===== src/rtl/core_acc_pkg.sv =====
// core_acc_pkg: shared widths, state encoding and saturating adder for core_acc
//   ARR_IDATA_BIT / ARR_ODATA_BIT : array widths used when no global header is present
//   IDLE / ACC                    : state encoding of the accumulator window FSM
//   sat_add(a, b, w)              : w-bit signed clamped sum of a+b plus overflow flag
`ifndef ARR_IDATA_BIT
`define ARR_IDATA_BIT 8
`endif
`ifndef ARR_ODATA_BIT
`define ARR_ODATA_BIT 20
`endif

package core_acc_pkg;

    localparam logic IDLE = 1'b0;
    localparam logic ACC  = 1'b1;

    typedef struct packed {
        logic signed [63:0] sum;
        logic               ovf;
    } sat_t;

    // The 64-bit sum never wraps for w <= 62, so it serves as the wide
    // intermediate before clamping into the w-bit signed range.
    function automatic sat_t sat_add(input logic signed [63:0] a,
                                     input logic signed [63:0] b,
                                     input int                 w);
        logic signed [63:0] s;
        logic signed [63:0] hi;
        logic signed [63:0] lo;
        sat_t               r;
        s     = a + b;
        hi    = (64'sd1 <<< (w - 1)) - 64'sd1;
        lo    = -hi - 64'sd1;
        r.ovf = (s > hi) || (s < lo);
        r.sum = (s > hi) ? hi : ((s < lo) ? lo : s);
        return r;
    endfunction

endpackage


===== src/rtl/core_acc.sv =====
// core_acc: windowed signed accumulator feeding the quantize stage
//   clk, rst      : clock and synchronous active-high reset
//   cfg_acc_num   : beats per window (0 behaves as 1), latched on a window's first beat
//   acc_clear     : abort the open window and clear cnt/acc/acc_ovf
//   idata         : signed product beat, qualified by idata_valid
//   odata         : saturated window sum, held until the next completed window
//   odata_valid   : one-cycle pulse the cycle after a window's last beat
//   acc_busy      : a multi-beat window is open
//   acc_ovf       : sticky saturation flag
module core_acc
    import core_acc_pkg::*;
#(
    parameter int IDATA_BIT = 2 * `ARR_IDATA_BIT,
    parameter int ODATA_BIT = `ARR_ODATA_BIT,
    parameter int ACC_NUM_W = 8
) (
    input  logic                        clk,
    input  logic                        rst,
    input  logic [ACC_NUM_W-1:0]        cfg_acc_num,
    input  logic                        acc_clear,
    input  logic signed [IDATA_BIT-1:0] idata,
    input  logic                        idata_valid,
    output logic signed [ODATA_BIT-1:0] odata,
    output logic                        odata_valid,
    output logic                        acc_busy,
    output logic                        acc_ovf
);

    logic                        state;
    logic                        state_nxt;
    logic [ACC_NUM_W-1:0]        cnt;
    logic [ACC_NUM_W-1:0]        n_reg;
    logic signed [ODATA_BIT-1:0] acc;
    logic signed [ODATA_BIT-1:0] sum;
    logic                        beat;
    logic                        first;
    logic                        last;
    sat_t                        res;

    // The first beat of a window starts from zero instead of the stale acc,
    // so no separate clear cycle is needed between back-to-back windows.
    // In IDLE the live cfg_acc_num decides; inside a window the latched n_reg does.
    always_comb begin
        beat  = idata_valid & ~acc_clear;
        first = (state == IDLE);
        last  = first ? (cfg_acc_num <= ACC_NUM_W'(1)) : (cnt == n_reg - 1'b1);
        res   = sat_add(first ? 64'sd0 : 64'(acc), 64'(idata), ODATA_BIT);
        sum   = ODATA_BIT'(res.sum);
    end

    always_ff @(posedge clk) begin
        if (rst)
            state <= IDLE;
        else
            state <= state_nxt;
    end

    always_comb begin
        state_nxt = acc_clear ? IDLE : (beat ? (last ? IDLE : ACC) : state);
    end

    always_comb begin
        acc_busy = (state == ACC);
    end

    always_ff @(posedge clk) begin
        if (rst) begin
            cnt         <= '0;
            n_reg       <= '0;
            acc         <= '0;
            odata       <= '0;
            odata_valid <= 1'b0;
            acc_ovf     <= 1'b0;
        end else if (acc_clear) begin
            cnt         <= '0;
            acc         <= '0;
            odata_valid <= 1'b0;
            acc_ovf     <= 1'b0;
        end else begin
            odata_valid <= beat & last;
            if (beat) begin
                acc     <= sum;
                acc_ovf <= acc_ovf | res.ovf;
                cnt     <= last ? '0 : cnt + 1'b1;
                if (first)
                    n_reg <= cfg_acc_num;
                if (last)
                    odata <= sum;
            end
        end
    end

endmodule


===== config.mk =====
export PLATFORM = sky130hd
export DESIGN_NAME = core_acc
export DESIGN_NICKNAME = d
export VERILOG_FILES = /design/src/rtl/core_acc_pkg.sv /design/src/rtl/core_acc.sv
export SDC_FILE = /design/constraint.sdc
export NUM_CORES = 1
export LEC_CHECK = 0
export ABC_AREA = 1
export BUFFER_PORTS_ARGS = -buffer_cell sky130_fd_sc_hd__buf_2
export CAP_MARGIN = 25
export CORE_MARGIN = 3
export CORE_UTILIZATION = 25
export DETAILED_ROUTE_END_ITERATION = 6
export HOLD_SLACK_MARGIN = 0.1
export PLACE_DENSITY = 0.52
export SETUP_SLACK_MARGIN = 0.05
export SLEW_MARGIN = 30
export SYNTH_ARGS = -nofsm -noshare
export SYNTH_HDL_FRONTEND = slang
export SYNTH_SLANG_ARGS = --single-unit

===== constraint.sdc =====
create_clock -name clk -period 4.9 [get_ports clk]
set_input_delay 1.47 -clock clk [delete_from_list [all_inputs] [get_ports clk]]
set_output_delay 1.47 -clock clk [all_outputs]
set_load 0.02 [all_outputs]

# After elaboration in Yosys (flattened, before gate mapping)
# Index checks and enable logic that the tools add are counted.
# op_classes
n_addsub	3
n_lt_le_gt_ge	3
eq_ne	1
muxes	6
n_bitwise	5
n_reduce_logical	4
# ops
operator	n
$add 64x16->64	1
$gt 64x20->1 const B	1
$lt 64x20->1 const B	1
$mux 64	1
$mux 20	2
$add 8x1->8 const B	1
$eq 8x8->1	1
$le 8x1->1 const B	1
$mux 8	1
$sub 8x1->8 const B	1
$reduce_and 3->1	2
$and 1x1->1	2
$mux 1	2
$not 1->1	2
$reduce_or 2->1	1
$logic_or 1x1->1	1
$or 1x1->1	1
# word_totals
regBits	59
in_bits	28
out_inout_bits	23
wordCells	29

# Depth between registers and ports, before layout
# logic_depth
word_depth	5
depth_mapped	27
ltp_nobuf	25

# Least setup slack after synthesis
# No wires, ideal clock.
# synth_path
kind	input -> register
from	input idata[3]
to	register acc[10]
setup_ns	0.109
t_arrival_ns	4.135
t_required_ns	4.791
slack_ns	0.656
path_stages	21
path_buffers	2
path_cell_list	ha_1 -> nand2_1 -> o21ai_0 -> nand2_1 -> nand3b_1 -> nand3_1 -> nand2_1 -> a31oi_1 -> fa_1 -> nor4_1 -> nand4_1 -> nor2_1 -> nand2_1 -> nor2_1 -> nand2_1 -> nand2_2 -> buf_6 -> buf_6 -> nand3_1 -> nand2_1 -> inv_1
# synth_between
elab_chain_len	4
word_cells_on_any_way	5
cone_classes	add/sub: 1; order compare: 2; mux: 2
# synth_rtl
item	line_no	text
from (decl)	core_acc.sv:21	input logic signed [IDATA_BIT-1:0] idata,
$add 64x16->64 (*)	core_acc_pkg.sv:31	s = a + b;
$lt 64x20->1	core_acc_pkg.sv:35	r.sum = (s > hi) ? hi : ((s < lo) ? lo : s);
$mux 20	core_acc_pkg.sv:35	
$mux 20 (*)	core_acc_pkg.sv:35	
to (signal assigned)	core_acc.sv:82	acc <= sum;
to (decl)	core_acc.sv:33	logic signed [ODATA_BIT-1:0] acc;
# Every way passes the cells marked *; elsewhere a longest branch is shown, timed or not.
# A chain may end at the register's enable or synchronous reset.

# Final worst setup path
# layout_path
from	input idata[12]
to	register odata[18]
# layout_between
elab_chain_len	4
word_cells_on_any_way	5
cone_classes	add/sub: 1; order compare: 2; mux: 2
# layout_rtl
item	line_no	text
$add 64x16->64 (*)	core_acc_pkg.sv:31	
$lt 64x20->1	core_acc_pkg.sv:35	
$mux 20	core_acc_pkg.sv:35	
$mux 20 (*)	core_acc_pkg.sv:35	
to (signal assigned)	core_acc.sv:88	odata <= sum;
to (decl)	core_acc.sv:23	output logic signed [ODATA_BIT-1:0] odata,
# Marked as above.

==> impl_results.md <==
- Outcome: completed
- Max-cap violations: 0
- Initial Util: ~26%
- Overall routed net length: approximately 12 mm
- Element type at the critical path start: primary input
- DRT Pass-1 Iters: 4
- # IOs: between 50 and 60
- Net Sw Frac: a little over a quarter
- Biggest regs: acc x20, odata x20
- CTS tree: yes
- Clock-pin slew on the worst setup and hold paths: approximately 0.06 ns
- FMAX: about 220 MHz
- Crit Path Class: in2reg
- CTS Root Cell: clkbuf_16
- # DRC: 0
- Cell variety after synth: 33
- Via Count: 4,250
- Layout Nets: approximately 830
- Die Wd: 140.6 microns
- Pwr Density: about 250 nW/um^2
- Global-route wire length before repair: 19.72 mm
- Synthesized area: ~4500 sq um
- Vias in the first global route: slightly below 4k
- CTS max path bufs: 2
- CTS H-tree lvls: 3
- Synth Register Bits: 59
- Layout cells sized above 1: between 10% and 20%
- Leak pwr: ~0.0028 uW
- Setup violations, final: 0
- Area Overhead vs Synth: 19.07%
- Least-Margin Pin Slew: 0.7384 ns
- Num CTS Buffers: 9
- CP arrival: about 4.8 ns
- Antenna viol nets, final: 0
- RSZ-0062 raised after global routing: false
- Placement Setup Slack: around 0.083 ns
- N_diodes: 0
- Synth Flop Type: dfxtp_1
- Crit-path max FO: 20
- P_int: around 1000 uW
- Reg power frac: a little under two fifths
- Total die area: between 15,000 and 20,000 sq um
- Post-layout min period: between 4 and 5 ns
- Setup TNS: 0 ns
- Gr ovfl total: 0
- Share of flip-flops with an asynchronous set or reset: 0%
- Worst hold path class: reg2reg
- Num Clock Sinks: 59
- DIE HEIGHT: 140.6 microns
- Post-CTS setup repair buffer count: 0
- CTS Hold Bufs: 0
- Worst setup EP type: flip-flop
- Clock latency on the worst-skew pair: 0.33 ns
- Mapped Cells: 710
- CORE AREA: about 18,000 sq um
- Worst Path Required: around 5.2 ns
- Fin. Hold Viols: 0
- Sw power: ~360 uW
- Final slew viol count: 0
- Gr usage total: around an eighth
- Clock power frac: 48.0%
- Worst vdd ir: around 210 uV
- Initial DRC Count: 310
- Drt wl/cell: about 12 microns
- Clock Skew: between 0.009 and 0.01 ns
- Syn nets: 775
- Combinational power share: 15.2%
- Vias per cell: 4.289
- Placer congestion estimate: about 0.88
- Sequential area share after synthesis: a little over a quarter
- Final period utilization: 91.37%
- Syn. warnings: 0
- Worst slew margin: a little over 50%
- Syn Area/Cell: around 6.4 sq um
- Initial antenna violation count: 0
- Largest net degree at the start of global routing: 40
- PnR worst setup slack: approximately 0.42 ns
- Hpwl dp: between 9 and 10 mm
- I/O Buffers: 50
- # rows: 48
- Post-synth EDFFs: 0
-- power groups by stage --
stage	clock network (uW)	registers, uW	logic [uW]
2_1_floorplan	0	511	144
3_3_place_gp	0	513	207
3_5_place_dp	0	512	206
4_1_cts	671	502	208
5_1_grt	692	503	238
6_report	656	503	207
-- metal layers --
| metal | global-route usage [%] | share of wire, % | wire length (microns) | up-vias |
|---|---|---|---|---|
| met2 | 16.71 | 40 | 4823 | 83 |
| met1 | 18.84 | 55 | 6602 | 1847 |
| met4 | 3.162 | 0.73 | 88 | 0 |
| met5 | 0 | 0 | 0 | - |
| met3 | 2.185 | 4.2 | 505 | 8 |
| li1 | - | - | - | 2312 |
-- cell families (layout without fill, tap and decap cells) --
kind of cell | count (synthesis) | count (layout) | synth area share, %
flip-flops | 59 | 59 | 26.09
AO/OA/AOI/OAI | 81 | 81 | 9.564
adder cells (fa/ha/maj) | 37 | 37 | 12.71
buffers and inverters | 154 | 210 | 13.52
AND/OR/NAND/NOR | 352 | 352 | 32.89
XOR/XNOR | 27 | 27 | 5.224
-- cells in the final DEF, fill, tap and decap left out, types with 2 or more instances in the layout --
cell type	count
nand2_1	175
inv_1	129
nor2_1	79
nand3_1	60
dfxtp_1	59
a21oi_1	54
buf_2	50
ha_1	22
xor2_1	18
fa_1	15
buf_4	12
o21ai_0	11
nand4_1	11
xnor2_1	9
clkbuf_16	9
a31oi_1	7
nor3_1	7
nor4_1	5
or2_2	4
o21bai_1	4
clkbuf_8	3
nand3b_1	2
nand2_2	2
nor2_2	2
nand3_2	2
clkinv_2	2
buf_12	2
-- final timing paths --
kind                    end  cells after the start  slack [ns]       from
setup / recovery  odata[18]                     21        0.42  idata[12]
hold / removal      acc_ovf                      2        0.46    acc_ovf
setup reg to reg  odata[18]                     22        0.84   acc_busy
hold reg to reg     acc_ovf                      2        0.46    acc_ovf
-- per-stage QoR --
stage	hold slack (ns)	cells	power, uW	cell area, sq um	util (%)
global placement	0.4457	975	720.1	5067	28.90
detailed placement	0.4561	975	718.5	5067	28.90
global route	0.4945	991	1433	5390	30.74
floorplan	0.4529	710	655.0	4527	-
CTS	0.4644	991	1381	5381	30.69
finish	0.4566	991	1366	5390	30.74
-- synth_stat cells (2+ instances only) --
master	count	share of area [%]
nand2_1	176	15
inv_1	129	11
nor2_1	80	6.6
nand3_1	60	6.6
dfxtp_1	59	26
a21oi_1	54	6.0
ha_1	22	6.1
xor2_1	18	3.5
fa_1	15	6.6
o21ai_0	12	1.3
nand4_1	11	1.5
clkbuf_1	10	0.83
buf_2	9	0.99
xnor2_1	9	1.7
a31oi_1	8	1.1
nor3_1	7	0.77
nor4_1	5	0.69
o21bai_1	4	0.66
or2_2	4	0.55
buf_4	2	0.33
buf_6	2	0.50
nand3_2	2	0.44
nand3b_1	2	0.33
-- timing repair --
item / CTS / global route
hold endpoints to repair: 0 / 0
gates resized for setup: 0 / 3
setup endpoints to repair: 0 / 26
-- worst max-delay path: stages --
cell and delay (ns):
buf_2 0.10, ha_1 0.34, nand2_1 0.08, nand2_1 0.07, o21bai_1 0.19, a211oi_1 0.37, nand2_2 0.18, a31oi_2 0.23
fa_1 0.47, nor2_1 0.13, nand4_1 0.10, nor2_1 0.09, nand4_1 0.10, nor2_1 0.11, nand3_1 0.08, nand2_1 0.11
buf_12 0.16, nand3_1 0.13, nand3_1 0.12, nand2_1 0.06, inv_1 0.04
-- final cells by class --
| type | count | area, sq um |
|---|---|---|
| repair buffers | 64 | 380.4 |
| fillers | 1930 | 12150 |
| clock buffers | 12 | 266.5 |
| clock inverters | 4 | 47.55 |
| inverters | 130 | 488.0 |
| multi-input cells | 497 | 2745 |
| well taps | 225 | 281.5 |
| flip-flops and latches | 59 | 1181 |
No activity file was read; power rests on OpenSTA's default activity.
